--- src/rtl/ls_mem_controller.sv ---
// ls_mem_controller
//   Drains a show-ahead load/store request FIFO onto a memory port that allows
//   only one outstanding request at a time. Each entry is popped, issued with a
//   req/gnt handshake, and its completion (rvalid) is returned on a valid/ready
//   response port. Completions that do not arrive within TIMEOUT_CYCLES are
//   returned as errors.
//
// Ports
//   clk, rst_n      clock (rising edge), asynchronous active-low reset
//   fifo_empty      FIFO empty flag
//   fifo_rd_data    FIFO head: {wr, addr, wdata}
//   fifo_rd_en      pop strobe for the FIFO head
//   mem_req/we/addr/wdata  request to memory, held until mem_gnt
//   mem_gnt         memory accepted the request
//   mem_rvalid/rdata completion from memory, carries load data
//   resp_valid/ready response handshake toward the consumer
//   resp_we/rdata/err response payload
//   busy            controller is not idle
module ls_mem_controller #(
  parameter int ADDR_WIDTH     = 32,
  parameter int DATA_WIDTH     = 32,
  parameter int REQ_WIDTH      = 1 + ADDR_WIDTH + DATA_WIDTH,
  parameter int TIMEOUT_CYCLES = 16
) (
  input  logic                  clk,
  input  logic                  rst_n,
  input  logic                  fifo_empty,
  input  logic [REQ_WIDTH-1:0]  fifo_rd_data,
  output logic                  fifo_rd_en,
  output logic                  mem_req,
  output logic                  mem_we,
  output logic [ADDR_WIDTH-1:0] mem_addr,
  output logic [DATA_WIDTH-1:0] mem_wdata,
  input  logic                  mem_gnt,
  input  logic                  mem_rvalid,
  input  logic [DATA_WIDTH-1:0] mem_rdata,
  output logic                  resp_valid,
  input  logic                  resp_ready,
  output logic                  resp_we,
  output logic [DATA_WIDTH-1:0] resp_rdata,
  output logic                  resp_err,
  output logic                  busy
);

  localparam int CNT_W = $clog2(TIMEOUT_CYCLES + 1);
  localparam logic [CNT_W-1:0] CNT_LAST = CNT_W'(TIMEOUT_CYCLES - 1);

  typedef enum logic [1:0] {
    IDLE  = 2'd0,
    ISSUE = 2'd1,
    WAIT  = 2'd2,
    RESP  = 2'd3
  } state_t;

  state_t                  state, state_next;
  logic                    req_wr, req_wr_next;
  logic [ADDR_WIDTH-1:0]   req_addr, req_addr_next;
  logic [DATA_WIDTH-1:0]   req_wdata, req_wdata_next;
  logic [DATA_WIDTH-1:0]   rsp_rdata, rsp_rdata_next;
  logic                    rsp_err, rsp_err_next;
  logic [CNT_W-1:0]        cnt, cnt_next;

  always_ff @(posedge clk or negedge rst_n) begin
    if (!rst_n) begin
      state     <= IDLE;
      req_wr    <= 1'b0;
      req_addr  <= '0;
      req_wdata <= '0;
      rsp_rdata <= '0;
      rsp_err   <= 1'b0;
      cnt       <= '0;
    end else begin
      state     <= state_next;
      req_wr    <= req_wr_next;
      req_addr  <= req_addr_next;
      req_wdata <= req_wdata_next;
      rsp_rdata <= rsp_rdata_next;
      rsp_err   <= rsp_err_next;
      cnt       <= cnt_next;
    end
  end

  always_comb begin
    state_next     = state;
    req_wr_next    = req_wr;
    req_addr_next  = req_addr;
    req_wdata_next = req_wdata;
    rsp_rdata_next = rsp_rdata;
    rsp_err_next   = rsp_err;
    cnt_next       = cnt;
    fifo_rd_en     = 1'b0;

    case (state)
      IDLE: begin
        // Pop is gated by rst_n so no entry is lost while reset is held.
        if (!fifo_empty && rst_n) begin
          fifo_rd_en     = 1'b1;
          req_wr_next    = fifo_rd_data[REQ_WIDTH-1];
          req_addr_next  = fifo_rd_data[ADDR_WIDTH+DATA_WIDTH-1:DATA_WIDTH];
          // Loads present zero write data on the memory port.
          req_wdata_next = fifo_rd_data[REQ_WIDTH-1] ?
                           fifo_rd_data[DATA_WIDTH-1:0] : '0;
          state_next     = ISSUE;
        end
      end
      ISSUE: begin
        // rvalid here cannot belong to this request and is ignored.
        if (mem_gnt) begin
          cnt_next   = '0;
          state_next = WAIT;
        end
      end
      WAIT: begin
        if (mem_rvalid) begin
          rsp_rdata_next = req_wr ? '0 : mem_rdata;
          rsp_err_next   = 1'b0;
          state_next     = RESP;
        end else if (cnt == CNT_LAST) begin
          rsp_rdata_next = '0;
          rsp_err_next   = 1'b1;
          state_next     = RESP;
        end else begin
          cnt_next = cnt + CNT_W'(1);
        end
      end
      RESP: begin
        if (resp_ready) state_next = IDLE;
      end
      default: state_next = IDLE;
    endcase
  end

  // Payload outputs are masked outside their active state so an idle
  // controller presents all-zero buses.
  assign mem_req    = (state == ISSUE);
  assign mem_we     = (state == ISSUE) ? req_wr : 1'b0;
  assign mem_addr   = (state == ISSUE) ? req_addr : '0;
  assign mem_wdata  = (state == ISSUE) ? req_wdata : '0;
  assign resp_valid = (state == RESP);
  assign resp_we    = (state == RESP) ? req_wr : 1'b0;
  assign resp_rdata = (state == RESP) ? rsp_rdata : '0;
  assign resp_err   = (state == RESP) ? rsp_err : 1'b0;
  assign busy       = (state != IDLE);

endmodule
--- config.mk ---
export PLATFORM = sky130hd
export DESIGN_NAME = ls_mem_controller
export DESIGN_NICKNAME = d
export VERILOG_FILES = /design/src/rtl/ls_mem_controller.sv
export SDC_FILE = /design/constraint.sdc
export NUM_CORES = 1
export LEC_CHECK = 0
export CAP_MARGIN = 20
export CORE_UTILIZATION = 30
export CTS_CLUSTER_SIZE = 24
export DETAILED_ROUTE_END_ITERATION = 16
export HOLD_SLACK_MARGIN = 0.08
export PLACE_DENSITY_LB_ADDON = 0.12
export RECOVER_POWER = 50
export SLEW_MARGIN = 20
export SYNTH_ARGS = -nofsm -noshare
export SYNTH_HDL_FRONTEND = slang
export SYNTH_SLANG_ARGS = --single-unit
--- constraint.sdc ---
create_clock -name clk -period 1.75 [get_ports clk]
set_input_delay 0.35 -clock clk [delete_from_list [all_inputs] [get_ports clk]]
set_output_delay 0.35 -clock clk [all_outputs]
set_load 0.02 [all_outputs]
==> results by stage <==
STA:
- Across all setup checks in the final design, the least slack found is -0.257 ns.
- Measured against its own limit, the worst slew margin works out to 0.436.
- The transition time of the tightest slew-check pin is 0.846 ns.
- The number of failing hold endpoints at the final stage is 0.
- For this run, the top clock speed supported by timing is 498 MHz.
- Between clock sinks in the finished design, the worst skew comes to 0.00646 ns.
- Setup repair after global routing could not meet its margin everywhere.
- The number of setup violations in the final report is 155.
- The clock period minus worst slack is 2.01 ns.
- The max-slew violation count is 0.
- The post-route clock period utilization is 1.15.

Setup path:
- The required time of the worst setup path is 1.40 ns.
- At the worst endpoint, the arrival time is 1.66 ns.
- The depth of the critical timing path with buffers and inverters included is 6.
- The worst register-to-register path ends at req_addr[28].
- The highest net fanout along the worst path is 6.
- The critical-path cell with the highest stage delay is sky130_fd_sc_hd__dfrtp_2.
- The category of the worst setup path capture point is an output port.
- The cell family contributing the most delay on the critical path is buffers and inverters.
- The cell repeated most along the worst path is sky130_fd_sc_hd__buf_12.
- In this design, the stage delay of the slowest critical-path cell is 0.44 ns.
- The worst setup path is launched from a register.
- In this run the worst setup path terminates at mem_addr[29].
- The buffers plus inverters on the worst setup path is 4.
- The worst register-to-register path has a depth of 9.
- Walking the worst path, the cells encountered are ha_4 > buf_12 > buf_12 > buf_16 > and2_4 > buf_6.
- The type of the setup path with the least slack is reg -> out.
- The worst register-to-register path begins at state[1].
- The critical path startpoint is state[0].
- The internal reg-to-reg setup slack is -0.23 ns.

Route:
- The detailed router used layers up to and including met4.
- The routed length on met3 is 933 um.
- The pre-antenna-repair detailed-routing pass consisted of 4 iterations.
- The first routing iteration left 165 violations.
- After detailed routing, the number of remaining DRC violations is 0.
- The routed wirelength normalized by instance count is 17.0 um.
- The total number of vias is 4134.
- The final layout contains routed wiring with a total length of 15600 um.
- The detail-routed via count per cell is 4.50.
- The total met2 wirelength after detailed routing is 7730 um.
- In the final routing, the length of wire on met1 measures 6790 um.
- The number of antenna-violating nets in the routed design is 0.

Finish:
- Relative to the synthesized area, the layout overhead comes to 80.5%.
- The share of layout cells above drive strength 1 is 0.481.
- The number of antenna diodes is 0.
- In the final design database the tool counted 808 nets.
- The count of cells in the finished layout, fillers not included, comes to 919.

Clocking:
- The clock passes through at most 2 buffers.
- The later pin in the worst-skew pair is clocked with a latency of 0.35 ns.
- After clock tree synthesis, the clock-pin slew on the worst setup and hold paths is 0.07 ns.
- The clock drives 105 sinks.
- The cell at the root of the clock tree is sky130_fd_sc_hd__clkbuf_16.
- The H-tree was split into 3 levels.
- Buffers inserted to repair hold after CTS numbered 0.
- Counting the buffers created by CTS gives 9.
- The TritonCTS clock tree is yes.

Synthesis:
- Of the synthesized area, sequential elements account for 0.537.
- The number of unique standard cell types used by synthesis is 28.
- In this run the cell area of the synthesized design comes to 4900 um2.
- A synthesized cell averages 11.0 um2.
- The synthesized instance count is 444.
- The net count after synthesis is 554.
- The synthesis warning total is 0.
- Counting flops and latches in the post-synthesis netlist gives 105.

Power:
- Total power for the finished layout comes to 14300 uW.
- For this design the static power due to leakage is 0.00425 uW.
- The worst supply voltage drop on vdd is 0.000877 V.
- The power per cell area is 1620 nW/um2.

Die:
- The number of core rows is 46.
- The starting density of the core is 0.308.
- The vertical die dimension is 130 um.
- The area of the core region is 15900 um2.
- The floorplan step defined a die boundary enclosing 16800 um2.
- The x dimension of the die is 130 um.
- Pin placement for this block handled 206 I/O pins.

Placed design:
- The HPWL after detailed placement is 9050 um.
- Including well taps, the total number of placed cells is 862.
- Port buffering added 205 buffers.
- The global placement routability congestion is 0.708.

Job:
- The max-cap check violation count is 0.

Global routing:
- Summed over all layers, the global routing overflow is 0.
- The number of global-route vias before repair came to 4212.
- For this run, the total global-route usage over all layers was measured as 0.187.
- The first global-routing pass estimated 23300 um of wire.
- The maximum number of pins on one net before global-route repair is 60.
- The initial antenna violation count is 0.

Status:
- The final reports fail on negative setup slack.
- The flow ran to the end, but the final reports show violations.

Min path:
- The min-delay analysis places its worst path in the category in -> async.
-- worst register-to-register path, cell delays in order (launching register included) --
cell	delay (ns)
sky130_fd_sc_hd__dfrtp_1	0.39
sky130_fd_sc_hd__inv_2	0.08
sky130_fd_sc_hd__buf_6	0.10
sky130_fd_sc_hd__ha_4	0.14
sky130_fd_sc_hd__inv_4	0.03
sky130_fd_sc_hd__or3_4	0.38
sky130_fd_sc_hd__buf_12	0.18
sky130_fd_sc_hd__buf_12	0.14
sky130_fd_sc_hd__buf_16	0.14
sky130_fd_sc_hd__mux2_4	0.29
-- placed cells by master, fill, tap and decap left out, drive strengths merged --
cell type,synthesis,routed
nor2,3,3
o21ai,38,38
mux2i,1,1
o2111ai,1,1
nand2b,2,2
clkbuf,23,15
ha,7,7
o211ai,1,1
clkinv,0,2
and3,1,1
mux2,34,34
clkinvlp,0,1
or3,1,1
o311ai,1,1
dfrtp,105,105
buf,9,170
nand3,3,3
nor2b,1,1
inv,8,7
nand2,71,71
o31ai,1,1
a22o,32,32
and2,99,99
bufinv,0,3
clkdlybuf4s50,0,101
a21oi,2,2
-- final cells by class --
| class | instances | area (um2) |
|---|---|---|
| clock inverter | 5 | 103 |
| fill | 1389 | 7050 |
| tap | 216 | 270 |
| inverter | 8 | 37.5 |
| multi-input combinational | 299 | 2480 |
| clock buffer | 11 | 243 |
| timing repair buffer | 275 | 3070 |
| sequential | 105 | 2630 |
-- synthesized netlist by cell type --
cell | instances | area [um2]
sky130_fd_sc_hd__o21ai_2 | 1 | 8.76
sky130_fd_sc_hd__buf_2 | 1 | 5.00
sky130_fd_sc_hd__buf_6 | 7 | 78.8
sky130_fd_sc_hd__nand2b_1 | 2 | 12.5
sky130_fd_sc_hd__o311ai_0 | 1 | 8.76
sky130_fd_sc_hd__inv_2 | 1 | 3.75
sky130_fd_sc_hd__clkbuf_1 | 23 | 86.3
sky130_fd_sc_hd__mux2i_1 | 1 | 10.0
sky130_fd_sc_hd__and2_1 | 99 | 619
sky130_fd_sc_hd__mux2_4 | 33 | 495
sky130_fd_sc_hd__buf_1 | 1 | 3.75
sky130_fd_sc_hd__ha_1 | 7 | 87.6
sky130_fd_sc_hd__nor2_1 | 3 | 11.3
sky130_fd_sc_hd__inv_1 | 7 | 26.3
sky130_fd_sc_hd__mux2_2 | 1 | 11.3
sky130_fd_sc_hd__nor2b_1 | 1 | 6.26
sky130_fd_sc_hd__nand2_1 | 71 | 267
sky130_fd_sc_hd__a22o_1 | 32 | 280
sky130_fd_sc_hd__o2111ai_1 | 1 | 8.76
sky130_fd_sc_hd__a21oi_1 | 2 | 10.0
sky130_fd_sc_hd__o21ai_1 | 19 | 95.1
sky130_fd_sc_hd__or3_1 | 1 | 6.26
sky130_fd_sc_hd__and3_1 | 1 | 6.26
sky130_fd_sc_hd__o211ai_1 | 1 | 7.51
sky130_fd_sc_hd__o21ai_0 | 18 | 90.1
sky130_fd_sc_hd__nand3_1 | 3 | 15.0
sky130_fd_sc_hd__o31ai_1 | 1 | 7.51
sky130_fd_sc_hd__dfrtp_1 | 105 | 2630
-- flip-flops by register name, summed over array words and instances, names as in the netlist --
register and count:
rsp_rdata 32, cnt 5, state 2, req_wr 1, req_addr 32, rsp_err 1
req_wdata 32
-- worst min path at each step --
| stage | start | end | cells past startpoint |
|---|---|---|---|
| 2_1_floorplan | rst_n | cnt[0] | 0 |
| 6_report | rst_n | cnt[1] | 2 |
| 4_1_cts | rst_n | cnt[3] | 2 |
| 5_1_grt | rst_n | cnt[0] | 2 |
| 3_5_place_dp | req_wdata[13] | req_wdata[13] | 2 |
| 3_3_place_gp | req_wdata[26] | req_wdata[26] | 2 |
-- metal layers --
layer / vias up / GRT usage
li1: 1984 / -
met2: 128 / 0.320
met3: 10 / 0.0488
met5: - / 0
met4: 0 / 0.0376
met1: 2012 / 0.237
-- report_power, final --
part	internal [uW]	leakage (uW)	total, uW	switching (uW)
clock network	1440	0.000166	2350	910
logic	4500	0.00274	7730	3230
registers	3560	0.00133	4240	688
-- stage by stage --
step | instance area [um2] | worst slack [ns] | utilization | hold slack, ns | TNS, ns
2_1_floorplan | 4980 | -0.0702 | - | 0.0544 | -0.0702
3_3_place_gp | 7400 | -0.467 | 0.466 | 0.453 | -38.56
3_5_place_dp | 7400 | -0.479 | 0.466 | 0.468 | -44.20
4_1_cts | 8510 | -0.297 | 0.536 | 0.126 | -31.48
5_1_grt | 8840 | -0.314 | 0.556 | 0.202 | -36.37
6_report | 8840 | -0.257 | 0.556 | 0.141 | -23.17
-- cells by family after synthesis --
group,after synthesis,synth area share
AND/OR/NAND/NOR,181,0.193
AO/OA/AOI/OAI,76,0.106
flip-flops,105,0.537
multiplexers,35,0.106
buffers and inverters,40,0.0417
adder cells (fa/ha/maj),7,0.0179
-- repair_timing --
item / in CTS / in global routing
pin swaps: 6 / 53
setup buffers: 19 / 11
gates resized for setup: 628 / 106
endpoints found under the setup margin: 165 / 197
gates cloned: 15 / 4
No activity file was read; power rests on OpenSTA's default activity.
